`config.mk`:
```
export PLATFORM = sky130hd
export DESIGN_NAME = mmu_table_walker
export DESIGN_NICKNAME = d
export VERILOG_FILES = /design/src/rtl/mmu_pkg.sv /design/src/rtl/mmu_desc_decode.sv /design/src/rtl/mmu_table_walker.sv
export SDC_FILE = /design/constraint.sdc
export NUM_CORES = 1
export LEC_CHECK = 0
export ABC_AREA = 1
export BUFFER_PORTS_ARGS = -buffer_cell sky130_fd_sc_hd__buf_4
export CAP_MARGIN = 5
export CORE_MARGIN = 1.5
export CORE_UTILIZATION = 47
export DETAILED_ROUTE_END_ITERATION = 10
export GPL_TIMING_DRIVEN = 0
export PLACE_DENSITY = 0.86
export SKIP_LAST_GASP = 1
export SLEW_MARGIN = 20
export SYNTH_ARGS = -nofsm -noshare
export SYNTH_HDL_FRONTEND = slang
export SYNTH_SLANG_ARGS = --single-unit
export TNS_END_PERCENT = 100
```
`constraint.sdc`:
```
create_clock -name clk -period 2.5 [get_ports clk]
set_input_delay 0.5 -clock clk [delete_from_list [all_inputs] [get_ports clk]]
set_output_delay 0.5 -clock clk [all_outputs]
set_load 0.1 [all_outputs]
```
`src/rtl/mmu_pkg.sv`:
```
// rtl/mmu_pkg.sv - shared types and bit positions for the MMU table walker
package mmu_pkg;

  typedef enum logic [1:0] {
    INVALID = 2'b00,
    PAGE    = 2'b01,
    TABLE   = 2'b10,
    RSVD    = 2'b11
  } desc_type_e;

  typedef enum logic [2:0] {
    IDLE,
    L1_REQ,
    L2_REQ,
    UPD_REQ,
    DONE
  } walk_state_e;

  localparam int DESC_DT_LSB   = 0;
  localparam int DESC_WP_BIT   = 2;
  localparam int DESC_U_BIT    = 3;
  localparam int DESC_M_BIT    = 4;
  localparam int DESC_BASE_LSB = 12;

  localparam int MMUSR_B_BIT = 15;
  localparam int MMUSR_W_BIT = 10;
  localparam int MMUSR_I_BIT = 9;
  localparam int MMUSR_N_LSB = 0;

  localparam int TC_E   = 31;
  localparam int TC_SRE = 25;

  function automatic logic [15:0] mk_mmusr(input logic b, input logic w,
                                           input logic i, input logic [2:0] n);
    logic [15:0] sr;
    sr                 = '0;
    sr[MMUSR_B_BIT]    = b;
    sr[MMUSR_W_BIT]    = w;
    sr[MMUSR_I_BIT]    = i;
    sr[MMUSR_N_LSB+:3] = n;
    return sr;
  endfunction

endpackage

```
`src/rtl/mmu_desc_decode.sv`:
```
// rtl/mmu_desc_decode.sv - combinational split of a 32-bit descriptor into its fields
module mmu_desc_decode
  import mmu_pkg::*;
#(
  parameter int PA_WIDTH = 32
) (
  input  logic [31:0]          desc,
  output desc_type_e           dtype,
  output logic                 wp,
  output logic                 u,
  output logic                 m,
  output logic [PA_WIDTH-13:0] base
);

  assign dtype = desc_type_e'(desc[DESC_DT_LSB+:2]);
  assign wp    = desc[DESC_WP_BIT];
  assign u     = desc[DESC_U_BIT];
  assign m     = desc[DESC_M_BIT];
  assign base  = desc[PA_WIDTH-1:DESC_BASE_LSB];

  // Reserved bits [11:5] carry no meaning for the walker.
  logic unused_bits;
  assign unused_bits = ^desc;

endmodule

```
`src/rtl/mmu_table_walker.sv`:
```
// rtl/mmu_table_walker.sv - two-level descriptor walker producing TLB fills, faults and MMUSR
// Optional descriptor U/M write-back is built when MMU_WALK_UM_UPDATE_EN is defined.
module mmu_table_walker
  import mmu_pkg::*;
#(
  parameter int PA_WIDTH = 32,
  parameter int VA_WIDTH = 32
) (
  input  logic                 clk,
  input  logic                 rst,
  input  logic                 walk_valid,
  output logic                 walk_ready,
  input  logic [VA_WIDTH-1:0]  walk_va,
  input  logic                 walk_rw,
  input  logic                 walk_super,
  input  logic [PA_WIDTH-1:0]  crp,
  input  logic [PA_WIDTH-1:0]  srp,
  input  logic [31:0]          tc,
  output logic                 mem_req,
  output logic                 mem_we,
  output logic [PA_WIDTH-1:0]  mem_addr,
  output logic [31:0]          mem_wdata,
  input  logic                 mem_ack,
  input  logic                 mem_err,
  input  logic [31:0]          mem_rdata,
  output logic                 fill_valid,
  output logic [VA_WIDTH-13:0] fill_vpn,
  output logic [PA_WIDTH-13:0] fill_ppn,
  output logic                 fill_wp,
  output logic                 fill_super,
  output logic                 fault_valid,
  output logic                 mmusr_valid,
  output logic [15:0]          mmusr_data
);

  localparam int PPN_W = PA_WIDTH - 12;
  localparam int VPN_W = VA_WIDTH - 12;

  walk_state_e state_q, state_d;

  logic [VPN_W-1:0] vpn_q;
  logic             rw_q;
  logic             super_q;
  logic [PPN_W-1:0] root_q;
  logic [PPN_W-1:0] l2_base_q;
  logic             wp_acc_q;
  logic             fault_q;

  desc_type_e       d_type;
  logic             d_wp, d_u, d_m;
  logic [PPN_W-1:0] d_base;

  mmu_desc_decode #(.PA_WIDTH(PA_WIDTH)) u_decode (
    .desc  (mem_rdata),
    .dtype (d_type),
    .wp    (d_wp),
    .u     (d_u),
    .m     (d_m),
    .base  (d_base)
  );

  logic [9:0]          idx1, idx2;
  logic [PPN_W-1:0]    root_sel;
  logic [PPN_W-1:0]    ident_ppn;
  logic [PPN_W-1:0]    early_ppn;
  logic [PA_WIDTH-1:0] l1_addr, l2_addr;

  assign idx1      = vpn_q[VPN_W-1:VPN_W-10];
  assign idx2      = vpn_q[9:0];
  assign root_sel  = (walk_super && tc[TC_SRE]) ? srp[PA_WIDTH-1:12] : crp[PA_WIDTH-1:12];
  assign ident_ppn = PPN_W'(walk_va[VA_WIDTH-1:12]);
  assign early_ppn = {d_base[PPN_W-1:10], idx2};
  assign l1_addr   = {root_q, 12'h000} + {{(PA_WIDTH-12){1'b0}}, idx1, 2'b00};
  assign l2_addr   = {l2_base_q, 12'h000} + {{(PA_WIDTH-12){1'b0}}, idx2, 2'b00};

  // fin_* describes the result registered on entry to DONE; hit_* a successful final level.
  logic             fin, fin_fault, fin_b, fin_i, fin_w, fin_wp;
  logic [2:0]       fin_n;
  logic [PPN_W-1:0] fin_ppn;
  logic             hit, hit_wp;
  logic [2:0]       hit_n;
  logic [PPN_W-1:0] hit_ppn;
  logic             l2_load;

`ifdef MMU_WALK_UM_UPDATE_EN
  logic                upd_load;
  logic [PA_WIDTH-1:0] upd_addr_q;
  logic [31:0]         upd_data_q;
  logic [PPN_W-1:0]    pend_ppn_q;
  logic                pend_wp_q;
  logic [2:0]          pend_n_q;
`endif

  always_comb begin
    state_d    = state_q;
    walk_ready = 1'b0;
    mem_req    = 1'b0;
    mem_addr   = '0;
    fin        = 1'b0;
    fin_fault  = 1'b0;
    fin_b      = 1'b0;
    fin_i      = 1'b0;
    fin_w      = 1'b0;
    fin_wp     = 1'b0;
    fin_n      = 3'd0;
    fin_ppn    = '0;
    hit        = 1'b0;
    hit_wp     = 1'b0;
    hit_n      = 3'd0;
    hit_ppn    = '0;
    l2_load    = 1'b0;
`ifdef MMU_WALK_UM_UPDATE_EN
    upd_load   = 1'b0;
`endif

    case (state_q)
      IDLE: begin
        walk_ready = 1'b1;
        if (walk_valid) begin
          if (!tc[TC_E]) begin
            state_d = DONE;
            fin     = 1'b1;
            fin_ppn = ident_ppn;
          end else begin
            state_d = L1_REQ;
          end
        end
      end

      L1_REQ: begin
        mem_req  = 1'b1;
        mem_addr = l1_addr;
        if (mem_ack) begin
          if (mem_err) begin
            state_d = DONE; fin = 1'b1; fin_fault = 1'b1; fin_b = 1'b1; fin_n = 3'd1;
          end else if (d_type == TABLE) begin
            state_d = L2_REQ;
            l2_load = 1'b1;
          end else if (d_type == PAGE) begin
            hit = 1'b1; hit_ppn = early_ppn; hit_wp = d_wp; hit_n = 3'd1;
          end else begin
            state_d = DONE; fin = 1'b1; fin_fault = 1'b1; fin_i = 1'b1; fin_n = 3'd1;
          end
        end
      end

      L2_REQ: begin
        mem_req  = 1'b1;
        mem_addr = l2_addr;
        if (mem_ack) begin
          if (mem_err) begin
            state_d = DONE; fin = 1'b1; fin_fault = 1'b1; fin_b = 1'b1; fin_n = 3'd2;
          end else if (d_type == PAGE) begin
            hit = 1'b1; hit_ppn = d_base; hit_wp = wp_acc_q | d_wp; hit_n = 3'd2;
          end else begin
            state_d = DONE; fin = 1'b1; fin_fault = 1'b1; fin_i = 1'b1; fin_n = 3'd2;
          end
        end
      end

`ifdef MMU_WALK_UM_UPDATE_EN
      UPD_REQ: begin
        mem_req  = 1'b1;
        mem_addr = upd_addr_q;
        if (mem_ack) begin
          state_d = DONE;
          fin     = 1'b1;
          fin_n   = pend_n_q;
          if (mem_err) begin
            fin_fault = 1'b1; fin_b = 1'b1;
          end else begin
            fin_ppn = pend_ppn_q; fin_wp = pend_wp_q;
          end
        end
      end
`endif

      DONE:    state_d = IDLE;
      default: state_d = IDLE;
    endcase

    // A write-protect fault wins over the descriptor update: nothing is written back.
    if (hit) begin
      if (rw_q && hit_wp) begin
        state_d = DONE; fin = 1'b1; fin_fault = 1'b1; fin_w = 1'b1; fin_n = hit_n;
      end
`ifdef MMU_WALK_UM_UPDATE_EN
      else if (!d_u || (rw_q && !d_m)) begin
        state_d  = UPD_REQ;
        upd_load = 1'b1;
      end
`endif
      else begin
        state_d = DONE; fin = 1'b1; fin_ppn = hit_ppn; fin_wp = hit_wp; fin_n = hit_n;
      end
    end
  end

  always_ff @(posedge clk) begin
    if (rst) begin
      state_q    <= IDLE;
      vpn_q      <= '0;
      rw_q       <= 1'b0;
      super_q    <= 1'b0;
      root_q     <= '0;
      l2_base_q  <= '0;
      wp_acc_q   <= 1'b0;
      fault_q    <= 1'b0;
      fill_vpn   <= '0;
      fill_ppn   <= '0;
      fill_wp    <= 1'b0;
      fill_super <= 1'b0;
      mmusr_data <= '0;
    end else begin
      state_q <= state_d;
      if (walk_valid && walk_ready) begin
        vpn_q   <= walk_va[VA_WIDTH-1:12];
        rw_q    <= walk_rw;
        super_q <= walk_super;
        root_q  <= root_sel;
      end
      if (l2_load) begin
        l2_base_q <= d_base;
        wp_acc_q  <= d_wp;
      end
      if (fin) begin
        fault_q    <= fin_fault;
        mmusr_data <= mk_mmusr(fin_b, fin_w, fin_i, fin_n);
        if (!fin_fault) begin
          // The identity path finishes on the accept edge, before vpn_q/super_q are loaded.
          fill_vpn   <= (state_q == IDLE) ? walk_va[VA_WIDTH-1:12] : vpn_q;
          fill_super <= (state_q == IDLE) ? walk_super : super_q;
          fill_ppn   <= fin_ppn;
          fill_wp    <= fin_wp;
        end
      end
    end
  end

`ifdef MMU_WALK_UM_UPDATE_EN
  always_ff @(posedge clk) begin
    if (rst) begin
      upd_addr_q <= '0;
      upd_data_q <= '0;
      pend_ppn_q <= '0;
      pend_wp_q  <= 1'b0;
      pend_n_q   <= 3'd0;
    end else if (upd_load) begin
      upd_addr_q <= mem_addr;
      upd_data_q <= mem_rdata | (32'd1 << DESC_U_BIT) | (rw_q ? (32'd1 << DESC_M_BIT) : 32'd0);
      pend_ppn_q <= hit_ppn;
      pend_wp_q  <= hit_wp;
      pend_n_q   <= hit_n;
    end
  end

  assign mem_we    = (state_q == UPD_REQ);
  assign mem_wdata = mem_we ? upd_data_q : 32'd0;
`else
  assign mem_we    = 1'b0;
  assign mem_wdata = 32'd0;

  logic unused_um;
  assign unused_um = d_u ^ d_m;
`endif

  assign fill_valid  = (state_q == DONE) && !fault_q;
  assign fault_valid = (state_q == DONE) && fault_q;
  assign mmusr_valid = (state_q == DONE);

  logic unused_inputs;
  assign unused_inputs = ^{walk_va[11:0], crp[11:0], srp[11:0], tc[30:26], tc[24:0]};

endmodule

```
### After elaboration in Yosys (flattened, before gate mapping)

Cells that the tools add are included.

| storage, ports and cells | value |
|---|---|
| bits in registers | 115 |
| input bits | 167 |
| output and inout port bits | 128 |
| logic and storage cells | 131 |

| operators by class | value |
|---|---|
| $add $sub $neg | 2 |
| equal/unequal tests | 11 |
| multiplexer cells | 90 |
| bitwise gates (word level) | 2 |
| reductions and logical operators | 12 |

Operators by type and width:

| operator | count |
|---|---|
| 20-bit 2-to-1 mux | 14 |
| 32-bit by 12-bit adder with 32-bit output | 2 |
| 32-bit case mux with 2 select lines | 1 |
| 1-bit 2-to-1 mux | 50 |
| 20-bit case mux with 2 select lines | 1 |
| 3-bit 2-to-1 mux | 10 |
| 2-bit 2-to-1 mux | 6 |
| 3-bit inequality test (second input constant) | 3 |
| 3-bit case mux with 3 select lines | 1 |
| 1-bit case mux with 2 select lines | 4 |
| 2-bit case mux with 2 select lines | 2 |
| 2-bit inequality test (second input constant) | 3 |
| 3-bit AND reduction | 2 |
| 1-bit logical AND | 5 |
| 2-bit OR reduction | 2 |
| 3-bit by 1-bit == test with 1-bit output (second input constant) | 1 |
| 3-bit by 2-bit == test with 1-bit output (second input constant) | 1 |
| 3-bit == test (second input constant) | 1 |
| 3-bit logical NOT | 1 |
| 1-bit case mux with 3 select lines | 1 |
| 2-bit by 1-bit == test with 1-bit output (second input constant) | 1 |
| 2-bit == test (second input constant) | 1 |
| 2-bit AND reduction | 1 |
| 1-bit logical NOT | 1 |
| 2 further kinds | 2 |

### Longest topological paths before layout

Gate-level depths: netlist of run 1.

| depth | value |
|---|---|
| word-level depth | 11 |
| gate-level depth with buffers | 12 |
| depth with buffers taken out | 11 |

### Modules after synthesis

From an unflattened synthesis of run 1, not the netlist that was laid out.

| second synthesis, totals | value |
|---|---|
| cells, all modules | 991 |
| area, all modules | 6462.4 um2 |

Modules (own cells, without submodules):

| module | times used | cells an instance | area each (um2) | seq. area each (um2) |
|---|---|---|---|---|
| mmu_table_walker | 1 | 966 | 6274.8 | 2282.2 |
| mmu_desc_decode | 1 | 25 | 187.7 | 0.0 |

### Worst setup path after synthesis of run 1

Ideal clock, no wire load.

| timing path | value |
|---|---|
| path type | flip-flop to output port |
| start | register state_q[1] |
| end | output port mem_addr[10] |
| data arrival time | 2322 ps |
| data required time | 2000 ps |
| path slack | -322 ps |
| stages on the path, launching flop included | 6 |
| buffers on the path | 2 |
| cell sequence | dfxtp_1 -> buf_2 -> inv_1 -> nand3_1 -> clkbuf_1 -> o22ai_1 |

| between the ends | value |
|---|---|
| cells in the longest elaborated chain, start to end | 2 |
| elaborated cells between the ends (all ways) | 3 |
| classes of those cells | eq/ne (2); mux (1) |

Ends and longest elaborated chain:

| what | RTL line | source |
|---|---|---|
| start: declaration | mmu_table_walker.sv:39 | `walk_state_e state_q, state_d;` |
| start signal: assignment | mmu_table_walker.sv:215 | `state_q <= state_d;` |
| 3-bit by 2-bit == test with 1-bit output / 3-bit by 1-bit == test with 1-bit output (equally long branches) | mmu_table_walker.sv:116 | `case (state_q)` |
| 32-bit case mux with 2 select lines * | mmu_table_walker.sv:116 |  |
| end: declaration | mmu_table_walker.sv:21 | `output logic [PA_WIDTH-1:0] mem_addr,` |

Mark *: on every way between the ends. The rest lies on a longest branch, timed or not.

### Worst setup path after layout of run 1

| timing path | value |
|---|---|
| start | register state_q[0] |
| end | output port mem_addr[11] |

Same word-level chain as after synthesis.

==> metrics.yaml, run 1 <==
status: "finished, final reports clean"
grt_use_met1: 0.378
num_antenna_cells: 0
max_freq_ghz: 0.401
dpl_worst_slack_ns: -0.104
fin_nets: 1354
syn2layout_area_growth_pct: 41.3
vias_per_cell: 5.36
cts_tree: "done"
crit_fanout: 10
core_area_um2: 12800
ioPinCount: 295
synth-edff-count: 0
setup_violations: 0
routedWlPerCell_um: 15.5
crit_path_max_incr_delay_ns: 0.35
grt_max_degree: 17
r2r_cells: 10
placementRows: 41
drtIter0Drc: 832
crit_required_ns: 2.00
period_needed_ns: 2.50
grt_use_met3: 0.0688
grt_use_met2: 0.472
die_h_um: 118
syn-mean-instance-area_um2: 6.55
grt_pass1_vias: 6914
synth_warnings: 0
grt_util_all_layers: 0.296
finalCritPeriodShare: 0.998
powerDensity_nw_per_um2: 753
place_area_um2: 7900
finalClockSkew_ns: 0.00632
initial_core_util: 0.486
route.vias.total: 7342
hold_depth: 3
die_w_um: 118
fin_ws_ns: 0.00396
path_cells: "nor2_2 > nand2_1 > clkbuf_2 > o22ai_1 > buf_6"
hold_viol_final: 0
cts_buffers: 17
routed_wl_um: 21200
synth_async_sr_flop_share: 0
postRouteAntennaNets: 0
synthCells: 948
portBuffers: 171
clk_latency_ns: 0.42
synth.ff_latch_count: 114
leakage_nw: 4.29
clk_pin_slew_ns: 0.05
arrival_ns: 2.00
grt-ovfl-total: 0
cts.sinks: 114
grt_pass1_wl_um: 33100
antenna_found_initial: 0
dr.pass1.iters: 6
drc: 0
start_kind: "register"
top_usage_layer: "met2"
hp-class: "in2reg"
synth_common_cells: "nand2_1, nor2_1, dfxtp_1"
hpwl_um: 15200
synth_top_area_share: 0.368
yosysMostFrequentCell: "nand2_1"
seq_area_frac_synth: 0.368
drv_slew: 0
crit_type: "reg2out"
synthFlopType: "dfxtp_1"
end_kind: "output port"
drv_cap: 0
design_area_um2: 8770
synth.distinct_cells: 26
yosysTopAreaCell: "dfxtp_1"
dieArea_um2: 13900
maxSlewHeadroom: 0.534
gp_congestion: 0.957
synth_area_um2: 6210
htree_levels: 4
ir_worst_vdd_v: 0.000511
synthTopCellsByArea: "dfxtp_1, nand2_1, o21ai_0, nor2_1, buf_4"
clk_path_buf_depth: 2
rsz0062_at_grt: "true"
slowest_stage: "dfxtp_1"
worstMarginPinSlew_ns: 0.700
clockRootBuffer: "clkbuf_16"
drive_gt1_frac: 0.245
-- routing by layer --
layer  share of wire  wire (um)
met4           0.045        951
met1            0.41       8720
met2            0.45       9550
met3           0.092       1950
met5               0          0
-- critical path, delay by kind of cell, from the launching register on --
family / cells / cell delay, ns
DFF: 1 / 0.35
and+or+nand+nor: 2 / 0.37
AOI/OAI and AO/OA: 1 / 0.32
buffers and inverters: 2 / 0.54
-- cell type report --
class	count	area, um2
Sequential cell	114	2280
Multi-Input combinational cell	698	3270
Tap cell	172	215
Clock buffer	21	450
Timing Repair Buffer	174	1530
Buffer	117	646
Clock inverter	11	136
Inverter	63	240
Fill cell	1045	4000
-- where the power goes --
group | switching [mW] | total (mW) | internal [mW]
combinational | 1.59 | 2.11 | 0.529
sequential | 0.0830 | 2.06 | 1.97
clock | 0.859 | 2.44 | 1.58
total | 2.53 | 6.61 | 4.08
-- sequential cells by signal, indices dropped and copies added (netlist names), 3 cells and up --
register / cells
fill_ppn: 20
fill_vpn: 20
l2_base_q: 20
mmusr_data: 5
root_q: 20
state_q: 3
vpn_q: 20
-- worst paths after layout --
check	slack [ns]	endpoint	startpoint
max	0.004	mem_addr[11]	state_q[0]$_SDFFE_PP0P_
min	0.36	root_q[9]$_SDFFE_PP0P_	crp[21]
max reg2reg	0.19	fill_ppn[12]$_SDFFE_PP0P_	state_q[1]$_SDFFE_PP0P_
min reg2reg	0.45	fill_wp$_SDFFE_PP0P_	fill_wp$_SDFFE_PP0P_
-- cells by family after synthesis --
kind of cell	count (synthesis)	share of synthesized area
DFF	114	0.368
buffers and inverters	181	0.139
and+or+nand+nor	447	0.300
AOI/OAI and AO/OA	203	0.188
adders and majority gates	2	0.00403
other	1	0.000604
-- repair_timing --
action	CTS	global route
hold buffers	0	0
setup endpoints to repair	26	31
gates resized for setup	35	39
cloned	0	0
setup buffers	0	3
pin swaps	0	1
-- stage by stage --
stage / hold WS, ns / power (mW) / TNS (ns) / instances / utilization
after floorplan: 0.425 / 3.65 / -3.22 / 993 / -
after global placement: 0.439 / 4.09 / -2.48 / 1336 / 0.618
after detailed placement: 0.438 / 4.11 / -3.41 / 1336 / 0.618
after CTS: 0.346 / 6.53 / 0 / 1367 / 0.674
after global routing: 0.363 / 6.82 / -0.113 / 1370 / 0.687
final: 0.356 / 6.61 / 0 / 1370 / 0.687
-- cell usage in the layout, fill, tap and decap left out --
master / Yosys / final
nand2_1: 231 / 231
buf_4: 46 / 191
nor2_1: 121 / 121
dfxtp_1: 114 / 114
o21ai_0: 96 / 96
inv_1: 61 / 61
nand3_1: 55 / 55
a21oi_1: 54 / 54
clkbuf_1: 54 / 52
conb_1: 1 / 46
a31oi_1: 21 / 21
nand3b_1: 21 / 21
a32o_2: 0 / 20
clkbuf_16: 0 / 17
buf_6: 0 / 14
buf_2: 10 / 10
nor3_1: 10 / 10
buf_8: 0 / 9
o22ai_1: 11 / 9
buf_12: 0 / 9
buf_1: 8 / 7
clkinv_2: 0 / 6
nand4_1: 4 / 4
bufinv_16: 0 / 3
clkbuf_2: 0 / 2
o22ai_2: 0 / 2
clkinvlp_4: 0 / 2
ha_1: 2 / 2
nor2_2: 2 / 1
nand2_2: 1 / 1
nor2_4: 0 / 1
inv_2: 1 / 1
nand3_2: 1 / 1
a21oi_4: 1 / 1
and3_1: 1 / 1
clkinv_4: 0 / 1
clkbuf_8: 0 / 1
(Power assumes the default switching activity.)
==> run 2, diff against run 1 <==
- REMOVE_ABC_BUFFERS: default -> 1
==> run 2 against run 1 <==
Effect of this change:
- sequential share of layout area is 1.2 points higher
- core utilization shrank 2.8 points
- final area fell by 4.1%
- maximum frequency increased by 0.97%
- critical path depth grew 8
- total power increased by 1.6%
- critical path type is now in2reg
- critical endpoint is now fill_vpn[16]$_SDFFE_PP0P_
==> metrics.yaml, run 2 (synthesis results as in run 1) <==
die_h_um: 118
setup_violations: 0
cts.sinks: 114
finalCritPeriodShare: 0.989
hpwl_um: 12300
end_kind: "register"
num_antenna_cells: 0
clk_pin_slew_ns: 0.06
syn2layout_area_growth_pct: 35.6
routedWlPerCell_um: 16.8
comb_power_share: 0.308
grt_pass1_vias: 6270
sequentialPowerShare: 0.308
maxSlewHeadroom: 0.403
finalNonFillerCells: 1283
grt-ovfl-total: 0
final_common_cell: "nand2_1"
dr.pass1.iters: 8
clk_latency_ns: 0.42
crit_path_max_incr_delay_ns: 0.39
htree_levels: 4
drc: 0
worstMarginPinSlew_ns: 0.894
antenna_found_initial: 0
grt_max_degree: 60
clkPwrFrac: 0.384
drv_cap: 0
hp-class: "in2reg"
dieArea_um2: 13900
n_fill_cell: 1089
initial_core_util: 0.486
core_area_um2: 12800
fin_ws_ns: 0.0280
setup_tns_ns: 0
vias_per_cell: 5.49
crit_type: "in2reg"
cts_buffers: 17
drv_slew: 0
dpl_worst_slack_ns: -2.44
drive_gt1_frac: 0.235
start_kind: "input port"
hold_viol_final: 0
finalClockSkew_ns: 0.00784
grt_pass1_wl_um: 32200
holdBufCountCts: 0
placementRows: 41
grt_util_all_layers: 0.292
p_sw_mw: 2.53
die_w_um: 118
routed_wl_um: 21500
fin_nets: 1267
netSwitchingFraction: 0.376
leakage_nw: 3.91
portBuffers: 173
gp_congestion: 0.864
placed_cells: 1224
drtIter0Drc: 788
crit_fanout: 24
clockRootBuffer: "clkbuf_16"
power.internal_mw: 4.19
ioPinCount: 295
status: "finished, final reports clean"
final_cell_mix: "nand2_1, buf_4, nor2_1"
period_needed_ns: 2.47
powerDensity_nw_per_um2: 798
ir_worst_vdd_v: 0.000442
path_cells: "buf_4 > inv_1 > ha_2 > nand2_1 > nor2_4 > buf_4 > nand2_1 > a21oi_4 > buf_4 > buf_16 > nand3b_1 > nand2_1 > nor2_1"
slowest_stage: "a21oi_4"
crit_required_ns: 2.80
arrival_ns: 2.78
utilization: 0.659
postRouteAntennaNets: 0
rsz0062_at_grt: "true"
route.vias.total: 7041
clk_path_buf_depth: 2
cts_tree: "done"
max_freq_ghz: 0.405
==> run 2: cell types whose count changed in the layout (fill, tap and decap cells not counted), moves of 7 or more <==
cell	change
buf_4	-11
buf_1	-7
clkbuf_1	-51
buf_6	-9
buf_2	-10
a32o_1	+20
a32o_2	-20
==> run 2: layout make-up <==
type,count,area (um2),area share
repair buffers,195,1600,0.190
flip-flops and latches,114,2290,0.272
multi-input cells,706,3420,0.406
repair inverters,1,7.51,0.000892
clock buffers,21,470,0.0559
well taps,172,215,0.0256
clock inverters,11,158,0.0187
inverters,63,254,0.0302
==> run 2: power groups by stage <==
| stage | Sequential [mW] | Combinational, mW | Clock, mW |
|---|---|---|---|
| 6_report | 2.07 | 2.06 | 2.58 |
| 3_3_place_gp | 2.08 | 1.90 | 0 |
| 5_1_grt | 2.08 | 2.17 | 2.68 |
| 4_1_cts | 2.06 | 2.01 | 2.60 |
| 3_5_place_dp | 2.09 | 1.94 | 0 |
| 2_1_floorplan | 2.55 | 0.992 | 0 |
==> run 2: worst max-delay path, delay by kind of cell <==
family                   cells  cell delay (ns)
adder cells (fa/ha/maj)      1             0.34
AO/OA/AOI/OAI                1             0.39
AND/OR/NAND/NOR              6             0.79
buffers and inverters        5             0.74
==> run 2: through the flow <==
step                      total power [mW]  area [um2]  hold slack (ns)
final                                 6.71        8420            0.343
after global routing                  6.93        8420            0.344
after CTS                             6.67        8230            0.327
after detailed placement              4.03        7380            0.442
after global placement                3.99        7260            0.435
after floorplan                       3.54        5750            0.427
==> run 2: final timing paths <==
path,from,to,slack [ns],cells after the start
setup / recovery,mem_rdata[1],fill_vpn[16]$_SDFFE_PP0P_,0.03,13
hold / removal,rst,mmusr_data[10]$_SDFFE_PP0P_,0.34,2
setup reg to reg,state_q[0]$_SDFFE_PP0P_,fill_ppn[1]$_SDFFE_PP0P_,0.07,9
hold reg to reg,super_q$_SDFFE_PP0P_,super_q$_SDFFE_PP0P_,0.45,2
==> run 2: layer usage <==
layer	part of all wire	vias up	GRT usage	wire length [um]
li1	-	3340	-	-
met1	0.41	3194	0.377	8850
met2	0.45	435	0.472	9780
met3	0.10	72	0.0693	2220
met4	0.031	0	0.115	662
met5	0	-	0	0
==> run 2: repair_timing <==
action                     4_1_cts  5_1_grt
buffers inserted                 9        9
resized for setup               26       17
setup endpoints to repair      115       93
pin swaps                        8        3
cloned                           6        3
==> run 3, diff against run 2 <==
- MAX_ROUTING_LAYER: default -> met4
==> run 3 against run 2 <==
Effect of this change:
- the run now ends with setup timing left
- setup slack worse by 0.11 ns
- critical endpoint is now mem_addr[16]
- sequential share of layout area decreased by 0.23 points
- total power is 0.37% higher
==> metrics.yaml, run 3 (synthesis results as in run 1) <==
clk_pin_slew_ns: 0.06
clk_path_buf_depth: 2
drive_gt1_frac: 0.237
die_w_um: 118
grt_max_degree: 60
route.vias.total: 7048
hp-class: "in2reg"
postRouteAntennaNets: 0
routed_wl_um: 21600
grt_util_all_layers: 0.301
start_kind: "register"
antenna_found_initial: 0
finalNonFillerCells: 1288
worstMarginPinSlew_ns: 0.867
cts_buffers: 17
grt-ovfl-total: 0
grt_pass1_vias: 6258
period_needed_ns: 2.58
crit_start: "state_q[2]$_SDFFE_PP0P_"
crit_fanout: 6
placementRows: 41
worst_hold_slack_ns: 0.331
ir_worst_vdd_v: 0.000442
arrival_ns: 2.08
cts_tree: "done"
crit_type: "reg2out"
initial_core_util: 0.486
final_cell_mix: "nand2_1, buf_4, nor2_1"
ioPinCount: 295
num_antenna_cells: 0
regToRegSetupSlack_ns: 0.01
clk_latency_ns: 0.42
final_common_cell: "nand2_1"
utilization: 0.664
place_area_um2: 7380
finalCritPeriodShare: 1.03
holdBufCountCts: 0
r2r_end: "fill_vpn[4]$_SDFFE_PP0P_"
hpwl_um: 12300
setup_violations: 15
gp_congestion: 0.878
powerDensity_nw_per_um2: 794
end_kind: "output port"
placed_cells: 1224
dieArea_um2: 13900
total_power_mw: 6.74
hold_viol_final: 0
leakage_nw: 3.94
violations: "setup timing"
design_area_um2: 8480
routedWlPerCell_um: 16.8
cts.sinks: 114
finalClockSkew_ns: 0.0156
max_freq_ghz: 0.387
drv_slew: 0
drv_cap: 0
drc: 0
maxSlewHeadroom: 0.421
crit_required_ns: 2.00
setup_tns_ns: -0.804
die_h_um: 118
fin_nets: 1272
dpl_worst_slack_ns: -2.44
clockRootBuffer: "clkbuf_16"
core_area_um2: 12800
worstSetupEndpoint: "mem_addr[16]"
dr.pass1.iters: 10
drtIter0Drc: 756
fin_ws_ns: -0.0838
r2r_cells: 12
syn2layout_area_growth_pct: 36.7
grt_pass1_wl_um: 32200
portBuffers: 173
htree_levels: 4
reg2reg_from: "state_q[2]$_SDFFE_PP0P_"
vias_per_cell: 5.47
status: "complete, but fails checks"
-- run 3: power by group --
part | internal (mW) | switching, mW
Clock | 1.73 | 0.852
Combinational | 0.496 | 1.59
Sequential | 1.97 | 0.0960
-- run 3: final cells by class --
cell class	count	area, um2
Fill cell	1072	4290
Multi-Input combinational cell	706	3410
Sequential cell	114	2290
Timing Repair Buffer	200	1670
Clock buffer	21	470
Inverter	63	254
Tap cell	172	215
Clock inverter	11	158
Timing Repair inverter	1	7.51
-- run 3: what timing repair did --
| action | CTS | global route |
|---|---|---|
| pin swaps | 8 | 3 |
| resized for setup | 26 | 20 |
| cloned | 6 | 3 |
| setup endpoints to repair | 115 | 93 |
| setup buffers | 9 | 14 |
-- run 3: critical path, cell delays in order, from the launching register on --
cell	delay (ns)
dfxtp_1	0.42
inv_2	0.17
nand2_1	0.18
nor2_4	0.26
buf_4	0.22
a32o_1	0.17
buf_6	0.23
-- run 3: how the worst min path moves through the flow --
stage / from / to / slack (ns) / depth (start not counted)
2_1_floorplan: super_q$_SDFFE_PP0P_ / super_q$_SDFFE_PP0P_ / 0.43 / 2
3_3_place_gp: super_q$_SDFFE_PP0P_ / super_q$_SDFFE_PP0P_ / 0.43 / 2
3_5_place_dp: super_q$_SDFFE_PP0P_ / super_q$_SDFFE_PP0P_ / 0.44 / 2
4_1_cts: rst / mmusr_data[10]$_SDFFE_PP0P_ / 0.33 / 2
5_1_grt: rst / mmusr_data[1]$_SDFFE_PP0P_ / 0.34 / 2
6_report: rst / mmusr_data[1]$_SDFFE_PP0P_ / 0.33 / 2
-- run 3: layer usage --
layer  vias to the layer above  GRT usage  part of all wire
met5                         -          -                 0
met4                         0      0.117             0.023
met3                        46     0.0644              0.11
met2                       438      0.471              0.46
met1                      3209      0.379              0.41
li1                       3355          -                 -
